<file path="src/rtl/wor_arb_pkg.sv">
// Shared types and constants for the wired-OR bus arbiter.
package wor_arb_pkg;

   typedef enum logic [1:0] {
      IDLE  = 2'd0,
      GRANT = 2'd1,
      TURN  = 2'd2
   } state_t;

   localparam int unsigned HOLD_CNT_W  = 8;
   localparam int unsigned TURN_CYCLES = 1;

endpackage

</file>
<file path="src/rtl/wor_bus_arbiter_rr_pick.sv">
// Combinational round-robin picker: first set req bit at or above rr_ptr, wrapping.
module rr_pick #(
   parameter int unsigned N_REQ = 4,
   parameter int unsigned PTR_W = (N_REQ > 1) ? $clog2(N_REQ) : 1
) (
   input  logic [N_REQ-1:0] req,
   input  logic [PTR_W-1:0] rr_ptr,
   output logic [N_REQ-1:0] win_oh,
   output logic [PTR_W-1:0] win_idx,
   output logic             valid
);

   logic [PTR_W-1:0] idx;

   always_comb begin
      win_oh  = '0;
      win_idx = '0;
      valid   = 1'b0;
      idx     = '0;
      for (int unsigned k = 0; k < N_REQ; k++) begin
         idx = PTR_W'((32'(rr_ptr) + k) % N_REQ);
         if (!valid && req[idx]) begin
            valid       = 1'b1;
            win_oh[idx] = 1'b1;
            win_idx     = idx;
         end
      end
   end

endmodule

</file>
<file path="src/rtl/wor_bus_arbiter.sv">
// Round-robin arbiter for a shared wired-OR bus with turnaround and hold limit.
// Optional stray-data detector enabled by defining WOR_ARB_STRAY_CHK_EN.
module wor_bus_arbiter
   import wor_arb_pkg::*;
#(
   parameter int unsigned N_REQ    = 4,
   parameter int unsigned DATA_W   = 8,
   parameter int unsigned MAX_HOLD = 15
) (
   input  logic                    clk,
   input  logic                    rst_n,
   input  logic [N_REQ-1:0]        req,
   input  logic [N_REQ-1:0]        done,
   input  logic [N_REQ*DATA_W-1:0] req_data,
   output logic [N_REQ-1:0]        grant,
   output logic [DATA_W-1:0]       bus_out,
   output logic                    busy,
`ifdef WOR_ARB_STRAY_CHK_EN
   output logic                    stray_err,
`endif
   output logic                    timeout_err
);

   localparam int unsigned PTR_W = (N_REQ > 1) ? $clog2(N_REQ) : 1;

   state_t                state;
   logic [PTR_W-1:0]      rr_ptr;
   logic [PTR_W-1:0]      win_idx;
   logic [PTR_W-1:0]      rr_ptr_nxt;
   logic [N_REQ-1:0]      win_oh;
   logic                  win_vld;
   logic [HOLD_CNT_W-1:0] hold_cnt;
   logic                  own_done;
   logic                  own_req;
   logic                  hold_hit;

   rr_pick #(.N_REQ(N_REQ), .PTR_W(PTR_W)) u_pick (
      .req     (req),
      .rr_ptr  (rr_ptr),
      .win_oh  (win_oh),
      .win_idx (win_idx),
      .valid   (win_vld)
   );

   assign own_done   = |(done & grant);
   assign own_req    = |(req & grant);
   assign hold_hit   = (hold_cnt == HOLD_CNT_W'(MAX_HOLD));
   assign rr_ptr_nxt = (win_idx == PTR_W'(N_REQ - 1)) ? '0 : win_idx + PTR_W'(1);

   // IDLE and TURN arbitrate identically; TURN is the forced grant-free cycle.
   always_ff @(posedge clk or negedge rst_n) begin
      if (!rst_n) begin
         state       <= IDLE;
         grant       <= '0;
         busy        <= 1'b0;
         timeout_err <= 1'b0;
         rr_ptr      <= '0;
         hold_cnt    <= '0;
      end else begin
         timeout_err <= 1'b0;
         unique case (state)
            IDLE, TURN: begin
               if (win_vld) begin
                  state    <= GRANT;
                  grant    <= win_oh;
                  busy     <= 1'b1;
                  hold_cnt <= HOLD_CNT_W'(1);
                  rr_ptr   <= rr_ptr_nxt;
               end else begin
                  state    <= IDLE;
                  grant    <= '0;
                  busy     <= 1'b0;
                  hold_cnt <= '0;
               end
            end
            GRANT: begin
               if (own_done || !own_req || hold_hit) begin
                  state       <= TURN;
                  grant       <= '0;
                  busy        <= 1'b0;
                  hold_cnt    <= '0;
                  timeout_err <= hold_hit && !own_done && own_req;
               end else begin
                  hold_cnt <= hold_cnt + HOLD_CNT_W'(1);
               end
            end
            default: begin
               state <= IDLE;
               grant <= '0;
               busy  <= 1'b0;
            end
         endcase
      end
   end

   // Masked OR of all lanes; grant is at most one-hot.
   always_comb begin
      bus_out = '0;
      for (int unsigned i = 0; i < N_REQ; i++) begin
         bus_out = bus_out | (req_data[i*DATA_W +: DATA_W] & {DATA_W{grant[i]}});
      end
   end

`ifdef WOR_ARB_STRAY_CHK_EN
   logic stray_c;

   always_comb begin
      stray_c = 1'b0;
      for (int unsigned i = 0; i < N_REQ; i++) begin
         if (!grant[i] && (req_data[i*DATA_W +: DATA_W] != '0)) stray_c = 1'b1;
      end
   end

   always_ff @(posedge clk or negedge rst_n) begin
      if (!rst_n) stray_err <= 1'b0;
      else        stray_err <= stray_c;
   end
`endif

endmodule

</file>
<file path="config.mk">
export PLATFORM = sky130hd
export DESIGN_NAME = wor_bus_arbiter
export DESIGN_NICKNAME = d
export VERILOG_FILES = /design/src/rtl/wor_arb_pkg.sv /design/src/rtl/wor_bus_arbiter_rr_pick.sv /design/src/rtl/wor_bus_arbiter.sv
export SDC_FILE = /design/constraint.sdc
export NUM_CORES = 1
export LEC_CHECK = 0
export ABC_CLOCK_PERIOD_IN_PS = 6600
export BUFFER_PORTS_ARGS = -buffer_cell sky130_fd_sc_hd__buf_4
export CAP_MARGIN = 20
export CORE_ASPECT_RATIO = 0.6
export CORE_MARGIN = 5
export CORE_UTILIZATION = 30
export CTS_BUF_LIST = sky130_fd_sc_hd__clkbuf_4 sky130_fd_sc_hd__clkbuf_8 sky130_fd_sc_hd__clkbuf_16
export DETAILED_ROUTE_END_ITERATION = 6
export GPL_ROUTABILITY_DRIVEN = 1
export GPL_TIMING_DRIVEN = 0
export HOLD_SLACK_MARGIN = 0.02
export PLACE_DENSITY_LB_ADDON = 0.15
export SLEW_MARGIN = 20
export SYNTH_ARGS = -nofsm -noshare
export SYNTH_HDL_FRONTEND = slang
export SYNTH_SLANG_ARGS = --single-unit
</file>
<file path="constraint.sdc">
create_clock -name clk -period 6.6 [get_ports clk]
set_clock_uncertainty 0.2 [all_clocks]
set_input_delay 0.66 -clock clk [delete_from_list [all_inputs] [get_ports clk]]
set_output_delay 0.66 -clock clk [all_outputs]
set_load 0.01 [all_outputs]
</file>
---- Word-level counts from Yosys, hierarchy flattened ----
Cells that the tools add are included.
word-level totals
  flip-flop bits (word level) ............. 18
  input port bits ......................... 42
  output and inout bits ................... 14
  word-level logic and storage cells ...... 101
operators by class
  $add $sub $neg .......................... 5
  order comparisons ....................... 8
  equal/unequal tests ..................... 5
  muxes and demuxes ....................... 43
  bitwise logic cells ..................... 12
  reduce and logical (&&, ||, !) cells .... 22
operator list
  operator             number
  $and 8x8->8          4
  $mux 4               6
  $or 8x8->8           3
  $mux 1               18
  $pmux 8 s2           1
  $lt 2x3->1 const B   4
  $mux 2               6
  $or 4x4->4           3
  $logic_and 1x1->1    9
  $add 8x1->8 const B  1
  $and 4x4->4          2
  $bmux 1 s2           4
  $demux 1 s2          4
  $eq 8x4->1 const B   1
  $ge 2x1->1 const B   4
  $mux 8               1
  $pmux 4 s2           1
  $reduce_or 4->1      2
  $logic_not 1->1      5
  $add 2x1->2 const B  2
  $add 2x2->2 const B  2
  $eq 2x2->1 const B   2
  $pmux 2 s2           1
  $eq 2x1->1 const B   1
  7 further kinds      8

---- Logic depth before layout (Yosys ltp) ----
  depth after elaboration ................. 14
  depth in mapped cells ................... 9
  depth with buffers taken out ............ 8

---- Modules after synthesis ----
Synthesis repeated with hierarchy kept, for this count alone.
second synthesis, totals
  cells, all modules ...................... 153
  area total of the unflattened synthesis .. 1466.4 um2
by module, submodules not included
  module           instances  cells an instance  area each (um2)  seq. area each (um2)
  wor_bus_arbiter  1          108                1044.8           450.4
  rr_pick          1          45                 421.7            0.0

---- Least setup slack after synthesis ----
No wires, ideal clock.
  path type ............................... reg2reg
  from .................................... register rr_ptr[0]
  to ...................................... register rr_ptr[1]
  setup time .............................. 149 ps
  data arrival time ....................... 2251 ps
  required time ........................... 6251 ps
  setup slack ............................. 4000 ps
  stages on the path, launching flop included .. 10
  buffers on the path ..................... 1
  clock period less this slack ............ 2600 ps
  path through ............................ dfrtp_1 -> buf_2 -> inv_1 -> ha_1 -> mux4_2 -> inv_1 -> a21oi_2 -> xnor2_1 -> xor2_1 -> mux2i_1
on the way
  longest elaborated chain between the ends .. 14
  elaborated cells on any way between the ends .. 29
  those cells by class .................... add/sub (4); eq/ne (1); mux (17); reduce/logical (7)
RTL lines
  what                                                                  line                   text
  start: declaration                                                    wor_bus_arbiter.sv:27  logic [PTR_W-1:0] rr_ptr;
  start signal: assignment                                              wor_bus_arbiter.sv:68  rr_ptr <= rr_ptr_nxt;
  parallel branches: the longest is 14 deep, another holds $add 2x1->2  -
Several ways; the timed one is not identified. The select of a mux whose other input is x is not followed.
A chain may end at the register's enable or synchronous reset.

---- Worst setup path after layout ----
Ends and elaborated chain as after synthesis.

==> flow_metrics.py <==
metrics = {
    "outcome": {
        "status": "finished, final reports clean",
    },
    "detailed_routing": {
        "via_per_inst": 5.10,
        "ant_nets": 0,
        "vias": 1407,
        "drt-initial-drc-count": 99,
        "avgRoutedWirePerCell_um": 14.7,
        "firstDrtPassIters": 4,
        "drc": 0,
        "wirelength_um": 4050,
    },
    "cells_and_area": {
        "fill_cells": 479,
        "antenna_cells": 0,
        "post_route_cells_drive_above_1_share_pct": 33.3,
        "final_common_cell": "buf_4",
        "area_growth_pct": 38.8,
        "nets": 265,
        "final_cell_mix": "buf_4 (54), a22oi_1 (23), nand2_1 (20)",
        "multi_input_area_sq_um": 871,
        "regArea_sq_um": 450,
    },
    "die": {
        "fp.dieArea_sq_mm": 0.00614,
        "io_pins": 56,
        "initial_core_util_pct": 30.7,
        "rows": 19,
        "core-area_sq_mm": 0.00452,
        "dieHeight_um": 62.7,
        "die_w_um": 97.8,
    },
    "global_route": {
        "grt-ovfl-total": 0,
        "antenna_found_initial": 0,
        "grt_max_degree": 19,
        "grt.total_usage_pct": 13.3,
        "grt_pass1_vias": 1331,
        "grt_first_pass_wirelength_um": 6750,
    },
    "critical_path": {
        "crit_path_max_fanout": 10,
        "crit_arrival_ns": 2.82,
        "crit_required_ns": 6.50,
        "start_kind": "flip-flop",
        "crit_type": "flip-flop to flip-flop",
        "endpoint_kind": "flip-flop",
    },
    "sta": {
        "fmaxAchievable_mhz": 342,
        "rsz0062_at_grt": "false",
        "period_share_pct": 44.2,
        "slew_viol_final": 0,
        "post-route-min-period_ns": 2.92,
        "worst_slack_ns": 3.68,
        "worst_pin_slew_ns": 0.910,
        "finalSetupViolations": 0,
        "tns_ns": 0,
        "hold_viol": 0,
        "max-slew-margin-rel_pct": 38.5,
    },
    "cts": {
        "htreeDepth": 1,
        "clk_pin_slew_worst_paths_ns": 0.07,
        "cts_root_buf": "clkbuf_8",
        "clk_latency_ns": 0.25,
        "cts_sinks": 18,
        "cts_tree": "built",
        "ctsResizeCount": 0,
        "ctsHoldBuffers": 0,
        "numCtsBuffers": 3,
        "clockBufferDepth": 2,
        "post_cts_buffers": 0,
    },
    "logic_synthesis": {
        "synth_area_sq_mm": 0.00139,
        "synth_warnings": 0,
        "syn_area_per_cell_sq_um": 8.96,
        "ys_ff_latch": 18,
        "synth.distinct_cells": 34,
        "ys_seq_area_share_pct": 32.4,
        "synthCells": 155,
        "synth_top_cell_by_area": "dfrtp_1",
        "netlist_top_cells_area": "dfrtp_1 (32%), a22oi_1 (12%), ha_1 (8.1%)",
        "yosysTopAreaCellShare_pct": 32.4,
        "mappedNetlistNets": 206,
    },
    "hold_path": {
        "min_path_type": "input pin to asynchronous set/reset pin",
    },
    "power_and_ir_drop": {
        "p_leak_nw": 0.935,
        "power_density_mw_per_mm2": 392,
        "p_total_w": 0.000756,
        "ir_drop_mv": 0.123,
    },
    "job": {
        "maxCapViolations": 0,
    },
    "place": {
        "gp_congestion": 0.778,
        "dp_slack_ns": 3.69,
        "dp.final_hpwl_um": 3180,
        "numPortBuffers": 54,
    },
}
[report_power, final]
| part | internal [W] | total [W] | switching (W) |
|---|---|---|---|
| sequential | 0.000141 | 0.000177 | 0.0000353 |
| combinational | 0.000234 | 0.000490 | 0.000257 |
| clock | 0.0000530 | 0.0000888 | 0.0000358 |
[area by class of cell]
class	instances	share of cell area, %
Multi-Input combinational cell	121	45.2
Tap cell	63	4.09
Timing Repair Buffer	54	21.0
Buffer	8	1.95
Sequential cell	18	23.4
Clock buffer	4	2.86
Inverter	8	1.56
[worst max-delay path, stage by stage (launching register included)]
cell,delay (ns)
dfrtp_1,0.48
buf_2,0.29
inv_1,0.16
ha_1,0.43
mux4_2,0.57
inv_1,0.09
a21oi_2,0.06
xnor2_1,0.23
xor2_1,0.17
mux2i_1,0.09
[synth_stat cells, drive strengths merged]
cell    count
a211o       1
a21boi      1
a21o        1
a21oi       9
a222oi      1
a22o        5
a22oi      23
a31oi       1
a41oi       1
and2        1
and3        3
buf         6
clkbuf      2
dfrtp      18
ha          9
inv         8
mux2i       1
mux4        5
nand2      20
nand2b      2
nand3       3
nand4       1
nor2        4
nor2b       3
nor3        2
nor4        1
o21ai      13
o22ai       4
o31ai       2
o41ai       1
or2         1
xnor2       1
xor2        1
[routing by layer]
metal	GRT usage, %	share of wire [%]
met5	0	0
met4	2.07	0.30
met2	17.4	38
met3	5.13	7.6
met1	20.5	54
[sequential cells by signal, summed over array words and instances (netlist names)]
signal and flops:
hold_cnt 8, grant 4, timeout_err 1, state 2, rr_ptr 2, busy 1
[stage by stage]
step                      area [sq um]  utilization (%)  instances  hold slack [ns]
after floorplan                   1390                -        155            0.164
after global placement            1870             41.5        272            0.284
after detailed placement          1870             41.5        272            0.277
after CTS                         1930             42.7        276           0.0653
after global routing              1930             42.7        276           0.0698
final                             1930             42.7        276           0.0595
[cell families after synthesis]
kind of cell               share of synthesized area, %
AOI/OAI and AO/OA                                  30.8
and+or+nand+nor                                    13.7
buffers and inverters                              4.87
muxes                                              8.83
adders and majority gates                          8.11
DFF                                                32.4
xor gates and xnor gates                           1.26
[final timing paths]
path / start / to / slack, ns / cells after the start
setup / recovery: rr_ptr[0]$_DFFE_PN0P_ / rr_ptr[1]$_DFFE_PN0P_ / 3.68 / 9
hold / removal: rst_n / hold_cnt[3]$_DFFE_PN0P_ / 0.06 / 1
setup reg to reg: rr_ptr[0]$_DFFE_PN0P_ / rr_ptr[1]$_DFFE_PN0P_ / 3.68 / 9
hold reg to reg: hold_cnt[7]$_DFFE_PN0P_ / hold_cnt[7]$_DFFE_PN0P_ / 0.28 / 1
max in group asynchronous: rst_n / hold_cnt[7]$_DFFE_PN0P_ / 5.94 / 1
min in group clk: hold_cnt[7]$_DFFE_PN0P_ / hold_cnt[7]$_DFFE_PN0P_ / 0.28 / 1
No activity file was read; power rests on OpenSTA's default activity.
